`config.mk`:
```
export PLATFORM = sky130hd
export DESIGN_NAME = cdb_arbiter
export DESIGN_NICKNAME = d
export VERILOG_FILES = /design/src/rtl/cdb_arbiter.sv
export SDC_FILE = /design/constraint.sdc
export NUM_CORES = 1
export LEC_CHECK = 0
export ABC_AREA = 1
export CELL_PAD_IN_SITES_DETAIL_PLACEMENT = 1
export CELL_PAD_IN_SITES_GLOBAL_PLACEMENT = 2
export CORE_MARGIN = 3
export CORE_UTILIZATION = 19
export CTS_BUF_LIST = sky130_fd_sc_hd__clkbuf_8
export DETAILED_ROUTE_END_ITERATION = 10
export GPL_ROUTABILITY_DRIVEN = 1
export PLACE_DENSITY_LB_ADDON = 0.1
export SYNTH_ARGS = -nofsm -noshare
export SYNTH_HDL_FRONTEND = slang
export SYNTH_SLANG_ARGS = --single-unit
export TNS_END_PERCENT = 10
```
`constraint.sdc`:
```
create_clock -name i_clock -period 2.94 [get_ports i_clock]
set_input_delay 0.882 -clock i_clock [delete_from_list [all_inputs] [get_ports i_clock]]
set_output_delay 0.882 -clock i_clock [all_outputs]
set_load 0.05 [all_outputs]
```
`src/rtl/cdb_arbiter.sv`:
```
// -----------------------------------------------------------------------------
// cdb_arbiter
//
// Purpose:
//   Round-robin arbiter for a Tomasulo-style common data bus (CDB). NREQ
//   functional-unit result ports compete for the bus. The winner's tag and
//   data are registered and broadcast one cycle after the grant. The
//   register-file write port is derived combinationally from the broadcast.
//
// Handshake (valid/ready semantics):
//   i_req[i] acts as "valid" and o_grant[i] acts as "ready". A transfer
//   completes at the rising edge where both are 1. A requester keeps
//   i_req[i], its tag and its data stable until it is granted. In the cycle
//   after the grant it either drops i_req[i] or presents its next result.
//   When i_req[i] is 0, that requester's tag and data are ignored.
//
// Ports:
//   i_clock          single clock, rising-edge active
//   i_reset          asynchronous, active-high reset
//   i_req            per-requester result-ready bits
//   i_req_tag        per-requester destination tags, requester i at [i*TW +: TW]
//   i_req_data       per-requester results, requester i at [i*DW +: DW]
//   o_grant          combinational one-hot-or-zero grant; forced to 0 in reset
//   o_cdb_valid      a registered broadcast is on the bus this cycle
//   o_cdb_src        index of the requester being broadcast
//   o_cdb_tag        broadcast destination tag (0 means no register write)
//   o_cdb_data       broadcast result
//   o_rf_we          register-file write enable (valid and tag != 0)
//   o_rf_addr        register-file write address (the broadcast tag)
//   o_rf_data        register-file write data (the broadcast data)
//   o_bcast_count    completed grants, saturating at 16'hFFFF
//   o_dbg_ptr        current round-robin priority pointer (debug visibility)
// -----------------------------------------------------------------------------
module cdb_arbiter #(
  parameter int NREQ = 4,
  parameter int DW   = 16,
  parameter int TW   = 3,
  localparam int SW  = (NREQ > 1) ? $clog2(NREQ) : 1
) (
  input  logic               i_clock,
  input  logic               i_reset,
  input  logic [NREQ-1:0]    i_req,
  input  logic [NREQ*TW-1:0] i_req_tag,
  input  logic [NREQ*DW-1:0] i_req_data,
  output logic [NREQ-1:0]    o_grant,
  output logic               o_cdb_valid,
  output logic [SW-1:0]      o_cdb_src,
  output logic [TW-1:0]      o_cdb_tag,
  output logic [DW-1:0]      o_cdb_data,
  output logic               o_rf_we,
  output logic [TW-1:0]      o_rf_addr,
  output logic [DW-1:0]      o_rf_data,
  output logic [15:0]        o_bcast_count,
  output logic [SW-1:0]      o_dbg_ptr
);

  // ---------------------------------------------------------------------------
  // State registers
  // ---------------------------------------------------------------------------
  logic [SW-1:0] r_ptr;
  logic          r_cdb_valid;
  logic [SW-1:0] r_cdb_src;
  logic [TW-1:0] r_cdb_tag;
  logic [DW-1:0] r_cdb_data;
  logic [15:0]   r_bcast_count;

  // ---------------------------------------------------------------------------
  // Combinational arbitration
  // ---------------------------------------------------------------------------
  logic [NREQ-1:0] w_grant_raw;
  logic            w_found;
  logic [SW-1:0]   w_win_idx;
  logic [TW-1:0]   w_sel_tag;
  logic [DW-1:0]   w_sel_data;
  logic            w_hs;
  logic [SW-1:0]   w_ptr_next;

  // Search starts at r_ptr and wraps modulo NREQ. The first requester found
  // wins, so at most one grant bit can be set.
  always_comb begin
    logic [SW-1:0] v_idx;
    w_grant_raw = '0;
    w_found     = 1'b0;
    w_win_idx   = '0;
    v_idx       = '0;
    for (int k = 0; k < NREQ; k++) begin
      v_idx = SW'((int'(r_ptr) + k) % NREQ);
      if (!w_found && i_req[v_idx]) begin
        w_found            = 1'b1;
        w_grant_raw[v_idx] = 1'b1;
        w_win_idx          = v_idx;
      end
    end
  end

  // Pick the winner's tag and data with a one-hot mux. A requester whose
  // i_req bit is 0 can never be selected here.
  always_comb begin
    w_sel_tag  = '0;
    w_sel_data = '0;
    for (int i = 0; i < NREQ; i++) begin
      if (w_grant_raw[i]) begin
        w_sel_tag  = i_req_tag[i*TW +: TW];
        w_sel_data = i_req_data[i*DW +: DW];
      end
    end
  end

  // The grant is forced low during reset, even mid-handshake. This means a
  // handshake that coincides with reset can never be captured.
  assign o_grant = i_reset ? '0 : w_grant_raw;
  assign w_hs    = w_found & ~i_reset;

  // After a grant, priority moves to the requester just past the winner.
  assign w_ptr_next = (w_win_idx == SW'(NREQ - 1)) ? '0 : (w_win_idx + 1'b1);

  // ---------------------------------------------------------------------------
  // Pointer register
  // ---------------------------------------------------------------------------
  always_ff @(posedge i_clock or posedge i_reset) begin
    if (i_reset) begin
      r_ptr <= '0;
    end else if (w_hs) begin
      r_ptr <= w_ptr_next;
    end
  end

  // ---------------------------------------------------------------------------
  // Broadcast registers: valid follows the handshake every cycle; the payload
  // is loaded only on a handshake and otherwise holds its last value.
  // ---------------------------------------------------------------------------
  always_ff @(posedge i_clock or posedge i_reset) begin
    if (i_reset) begin
      r_cdb_valid <= 1'b0;
      r_cdb_src   <= '0;
      r_cdb_tag   <= '0;
      r_cdb_data  <= '0;
    end else begin
      r_cdb_valid <= w_hs;
      if (w_hs) begin
        r_cdb_src  <= w_win_idx;
        r_cdb_tag  <= w_sel_tag;
        r_cdb_data <= w_sel_data;
      end
    end
  end

  // ---------------------------------------------------------------------------
  // Completed-grant counter, saturating rather than wrapping
  // ---------------------------------------------------------------------------
  always_ff @(posedge i_clock or posedge i_reset) begin
    if (i_reset) begin
      r_bcast_count <= 16'd0;
    end else if (w_hs && (r_bcast_count != 16'hFFFF)) begin
      r_bcast_count <= r_bcast_count + 16'd1;
    end
  end

  // ---------------------------------------------------------------------------
  // Outputs
  // ---------------------------------------------------------------------------
  assign o_cdb_valid   = r_cdb_valid;
  assign o_cdb_src     = r_cdb_src;
  assign o_cdb_tag     = r_cdb_tag;
  assign o_cdb_data    = r_cdb_data;
  assign o_bcast_count = r_bcast_count;
  assign o_dbg_ptr     = r_ptr;

  // Tag 0 still broadcasts, so reservation stations can wake up, but it has
  // no architectural destination and so does not write the register file.
  assign o_rf_we   = r_cdb_valid & (r_cdb_tag != '0);
  assign o_rf_addr = r_cdb_tag;
  assign o_rf_data = r_cdb_data;

endmodule
```
==> results_dict.tcl, run 1 <==
set metrics [dict create \
    drv_slew 0 \
    syn2layout_area_growth_pct 73.60 \
    cp.required_ns 2.06 \
    cts_max_path_buffers 2 \
    hpwl_um 9980 \
    io-pin-count 146 \
    worstHoldPathType "reg2reg" \
    fill_cells 1977 \
    syn_inst 498 \
    ys.flop_type "dfrtp_1" \
    std_cell_rows 46 \
    clk_pin_slew_ns 0.10 \
    grt_pass1_wl_um 20330 \
    hold_slack_ns 0.4867 \
    first_global_vias 3812 \
    yosysTopAreaCell "dfrtp_1" \
    syn-cell-area_mm2 0.003157 \
    synth-seq-cells 40 \
    root_buffer "clkbuf_8" \
    grt_max_degree 39 \
    gp_congestion 0.8315 \
    fp.dieH_um 134.9 \
    grt_antenna_before_repair 0 \
    finalCriticalPeriod_ns 2.993 \
    vias 3680 \
    final_layout_size_suffix_gt1_frac 0.2009 \
    vdd_drop_max_v 0.0006827 \
    io_buffers 145 \
    async_flop_share 1.000 \
    ant_nets 0 \
    slew_headroom 0.6277 \
    multiInputGateArea_mm2 0.001868 \
    viasPerCell 4.168 \
    core_mm2 0.01606 \
    nets 756 \
    crit_fanout 6 \
    dp_slack_ns -0.5768 \
    placed_area_mm2 0.005075 \
    numCtsBuffers 5 \
    synth_edf_count 0 \
    cts_tree "yes" \
    finalSetupViolations 5 \
    ys_seq_area_frac 0.3171 \
    skew_ns 0.01462 \
    overflow 0 \
    max-cap-violations 0 \
    wl_per_cell_um 14.63 \
    crit_arrival_ns 2.11 \
    drc 0 \
    max_slew.worst_pin.slew_ns 0.5568 \
    start_util 0.1966 \
    track_usage 0.1390 \
    total_power_mw 7.661 \
    synth.net_count 588 \
    yosysMostFrequentCell "nand2_1" \
    yosysTopAreaCellShare 0.3171 \
    violations "negative setup slack" \
    placed_cells 857 \
    rsz0062_at_grt "true" \
    cp-end-kind "primary output" \
    hold_buffers 0 \
    min_period_over_period 1.018 \
    ys_types 25 \
    hold_viol 0 \
    yosys_warnings 0 \
    netlist_top_cells_count "202 x nand2_1, 61 x a21oi_1, 61 x inv_1, 40 x dfrtp_1, 22 x buf_4" \
    fmax_mhz 334.1 \
    clock_latency_ns 0.32 \
    powerDensity_mw_per_mm2 1398 \
    setup_ws_ns -0.05300 \
    status "complete, but fails checks" \
    power.static_leakage_nw 2.656 \
    path_class "reg2out" \
    final_cell_area_mm2 0.005480 \
    cts.sinks 40 \
    syn_area_per_cell_um2 6.339 \
    instances_no_fill 883 \
    cts-htree-levels 2 \
    synthTopCellsByArea "dfrtp_1 32%, nand2_1 24%, a21oi_1 9.7%, inv_1 7.3%, buf_4 5.2%" \
    die_w_um 134.9 \
    dieArea_mm2 0.01820 \
    detail_route.first_pass.iterations 4 \
    wl_um 12920 \
    seqCellArea_mm2 0.001008 \
    cp-start-kind "register" \
    drt_iter0_drc 112 \
    diodes 0 \
]
[per-layer routing]
| metal | track usage | vias up | part of all wire |
|---|---|---|---|
| met1 | 0.1738 | 1727 | 0.44 |
| met4 | 0.02885 | 0 | 0.013 |
| met5 | 0 | - | 0 |
| li1 | - | 1863 | - |
| met3 | 0.03204 | 12 | 0.051 |
| met2 | 0.2446 | 78 | 0.50 |
[worst max-delay path: stages, from the launching register on]
cell        delay [ns]
dfrtp_4           0.53
inv_8             0.08
ha_4              0.22
inv_4             0.08
nand3_4           0.06
nand2_4           0.10
nor2_4            0.06
nand2_2           0.07
nand2_2           0.07
nor2_4            0.12
o21ai_4           0.08
nand2_4           0.08
clkinvlp_4        0.10
buf_12            0.16
[final timing paths]
kind	from	to	slack (ns)	cells after the start
max	register	o_grant[3]	-0.05	13
min	o_cdb_src[0]	o_cdb_src[0]	0.49	2
max reg2reg	register	o_dbg_ptr[1]	0	22
min reg2reg	o_cdb_src[0]	o_cdb_src[0]	0.49	2
max in group asynchronous	i_reset	asynchronous set/reset pin	1.61	3
min in group asynchronous	i_reset	o_cdb_tag[1]	0.98	3
[where the power goes]
| group | switching, mW | internal [mW] | total [mW] |
|---|---|---|---|
| Sequential | 0.212 | 0.782 | 0.994 |
| Clock | 0.246 | 0.257 | 0.502 |
| Combinational | 3.87 | 2.29 | 6.16 |
| Total | 4.33 | 3.33 | 7.66 |
[sequential cells by signal (all words and copies together), names as in the netlist, named ones only]
name / count
o_bcast_count: 16
o_cdb_data: 16
o_cdb_tag: 3
o_cdb_src: 2
o_cdb_valid: 1
o_dbg_ptr: 1
[timing repair]
item,CTS,global route
resized for setup,42,28
buffers inserted,14,4
endpoints found under the setup margin,4,7
pin swaps,14,12
[metrics by stage]
step,setup TNS (ns),utilization
final,-0.1147,0.3413
after global routing,-0.8477,0.3413
after CTS,-0.1504,0.3342
after detailed placement,-7.079,0.3160
after global placement,-6.376,0.3160
after floorplan,-0.2314,-
[kinds of logic (layout without fill, tap and decap cells)]
group | Yosys count | in the layout | share of synthesized area
adders and majority gates | 8 | 8 | 0.03171
buffers and inverters | 104 | 273 | 0.1605
DFF | 40 | 40 | 0.3171
and+or+nand+nor | 257 | 257 | 0.3298
xor gates and xnor gates | 14 | 14 | 0.03884
AOI/OAI and AO/OA | 75 | 75 | 0.1221
[area by class of cell]
type                       instances  area share
multi-input combinational        354      0.3409
clock inverter                     3    0.008447
timing repair buffer             198      0.3500
clock buffer                       5     0.01256
inverter                          67     0.05479
sequential                        40      0.1840
tap                              216     0.04931
[cells in the final DEF (no fill, tap or decap), drive strengths merged]
cell type	Yosys	routed
nand4	7	7
o31a	1	1
xnor2	4	4
xor2	10	10
clkdlybuf4s50	0	137
nor3	7	7
a21boi	1	1
ha	8	8
buf	34	61
clkinvlp	0	4
dfrtp	40	40
bufinv	0	1
clkbuf	3	5
nand3	17	17
a21oi	61	61
nor3b	1	1
o21ai	12	12
inv	67	65
nand2	206	206
nor2	19	19
Power figures use the tool's default switching activity.
==> run 2: changes to the inputs <==
--- a/constraint.sdc
+++ b/constraint.sdc
@@ -3,2 +3,2 @@
 set_output_delay 0.882 -clock i_clock [all_outputs]
-set_load 0.05 [all_outputs]
+set_load 0.02 [all_outputs]
==> run 2 against run 1 <==
Net effect:
- the flow still finishes with violations (negative setup slack)
- cell area fell by 5.0%
- die area stayed put
- cell count fell by 2.2%
- core utilization decreased by 1.7 points
- fmax grew 1.2%
- via count down 1.6%
==> results_dict.tcl, run 2 (same netlist as run 1, synthesis figures left out) <==
set metrics [dict create \
    placed_cells 848 \
    max_slew.worst_pin.slew_ns 0.5383 \
    dieArea_mm2 0.01820 \
    io-pin-count 146 \
    crit_fanout 5 \
    vdd_drop_max_v 0.0004039 \
    io_buffers 145 \
    finalCriticalPeriod_ns 2.958 \
    min_period_over_period 1.006 \
    root_buffer "clkbuf_8" \
    violations "negative setup slack" \
    diodes 0 \
    worstHoldPathType "reg2reg" \
    power.static_leakage_nw 2.544 \
    core_mm2 0.01606 \
    hold_viol 0 \
    vias 3620 \
    first_global_vias 3992 \
    fp.dieH_um 134.9 \
    track_usage 0.1452 \
    detail_route.first_pass.iterations 4 \
    cp.required_ns 2.06 \
    powerDensity_mw_per_mm2 1242 \
    cts_max_path_buffers 2 \
    grt_pass1_wl_um 20960 \
    cts_tree "yes" \
    path_class "in2out" \
    nets 737 \
    tns_ns -0.01795 \
    hold_buffers 0 \
    ant_nets 0 \
    final_cell_area_mm2 0.005207 \
    crit_chain "buf_6 > inv_2 > nand2_2 > nand3_4 > nand2_8 > inv_6 > nand2_4 > buf_6 > nor2_4 > nand2_2 > o21ai_4 > nand2_2 > inv_2 > buf_6" \
    drt_iter0_drc 114 \
    grt_antenna_before_repair 0 \
    internal_power_mw 3.110 \
    switchingPower_mw 3.358 \
    fmax_mhz 338.1 \
    clk_pin_slew_ns 0.08 \
    layout_commonest_cell "nand2_1" \
    gp_congestion 0.8063 \
    grt_max_degree 43 \
    overflow 0 \
    drc 0 \
    status "complete, but fails checks" \
    wl_um 13070 \
    max-cap-violations 0 \
    syn2layout_area_growth_pct 64.96 \
    cts-htree-levels 2 \
    max_stage_delay_ns 0.15 \
    start_util 0.1966 \
    power_frac_comb 0.777 \
    drv_slew 0 \
    hold_depth 2 \
    rsz0062_at_grt "true" \
    hold_slack_ns 0.4866 \
    slew_headroom 0.6411 \
    instances_no_fill 864 \
    cp-end-kind "primary output" \
    wl_per_cell_um 15.13 \
    final_layout_size_suffix_gt1_frac 0.1512 \
    swShare 0.5192 \
    utilization 0.3243 \
    cts.sinks 40 \
    clock_latency_ns 0.31 \
    std_cell_rows 46 \
    most-common-layout-cells "193 x nand2_1, 137 x clkdlybuf4s50_1, 58 x a21oi_1" \
    numCtsBuffers 5 \
    crit_slowest_cell "o21ai_4" \
    cp-start-kind "primary input" \
    reg2reg_depth 14 \
    die_w_um 134.9 \
    p_seq_frac 0.150 \
    finalSetupViolations 1 \
    crit_arrival_ns 2.08 \
    placed_area_mm2 0.004910 \
    viasPerCell 4.190 \
    hpwl_um 9875 \
    skew_ns 0.009331 \
    clockPowerShare 0.073 \
    setup_ws_ns -0.01795 \
]
-- run 2: repair_timing --
action | 4_1_cts | 5_1_grt
gates resized for setup | 62 | 7
buffers inserted | 8 | 0
pin swaps | 14 | 3
endpoints found under the hold margin | 0 | 0
setup endpoints to repair | 4 | 4
-- run 2: layout make-up --
type	instances	area (µm²)
Tap cell	216	270.3
Timing Repair Buffer	179	1765
Fill cell	1983	10850
Sequential cell	40	1003
Inverter	67	262.8
Clock buffer	5	68.82
Multi-Input combinational cell	354	1794
Clock inverter	3	42.54
-- run 2: final timing paths --
kind,from,endpoint,slack (ns)
max in group asynchronous,i_reset,asynchronous set/reset pin,1.41
setup reg to reg,register,o_cdb_data[9],0.66
setup / recovery,i_req[2],o_grant[3],-0.02
hold / removal,o_cdb_src[1],o_cdb_src[1],0.49
min in group asynchronous,i_reset,o_cdb_tag[0],0.93
hold reg to reg,o_cdb_src[1],o_cdb_src[1],0.49
-- run 2: critical path, delay by kind of cell --
family,cells,cell delay (ns)
simple gates,7,0.55
buf+inv,6,0.48
compound gates,1,0.15
-- run 2: stage by stage --
stage	power, mW	setup WS (ns)
floorplan	4.056	-0.01251
global placement	5.684	-0.8297
detailed placement	5.781	-0.9390
CTS	6.579	-0.007757
global route	7.169	-0.09121
finish	6.468	-0.01795
-- run 2: per-layer routing --
layer,vias to the layer above,track usage,wire (µm)
met1,1706,0.1735,5522
met4,0,0.03450,163
li1,1816,-,-
met2,85,0.2671,6811
met5,-,0,0
met3,13,0.02794,574
-- run 2: power by group through the flow --
stage / clock network, mW / registers, mW / logic (mW)
floorplan: 0 / 1.22 / 2.84
global placement: 0 / 0.982 / 4.70
detailed placement: 0 / 0.989 / 4.79
CTS: 0.508 / 0.979 / 5.09
global route: 0.531 / 1.01 / 5.63
finish: 0.474 / 0.968 / 5.03
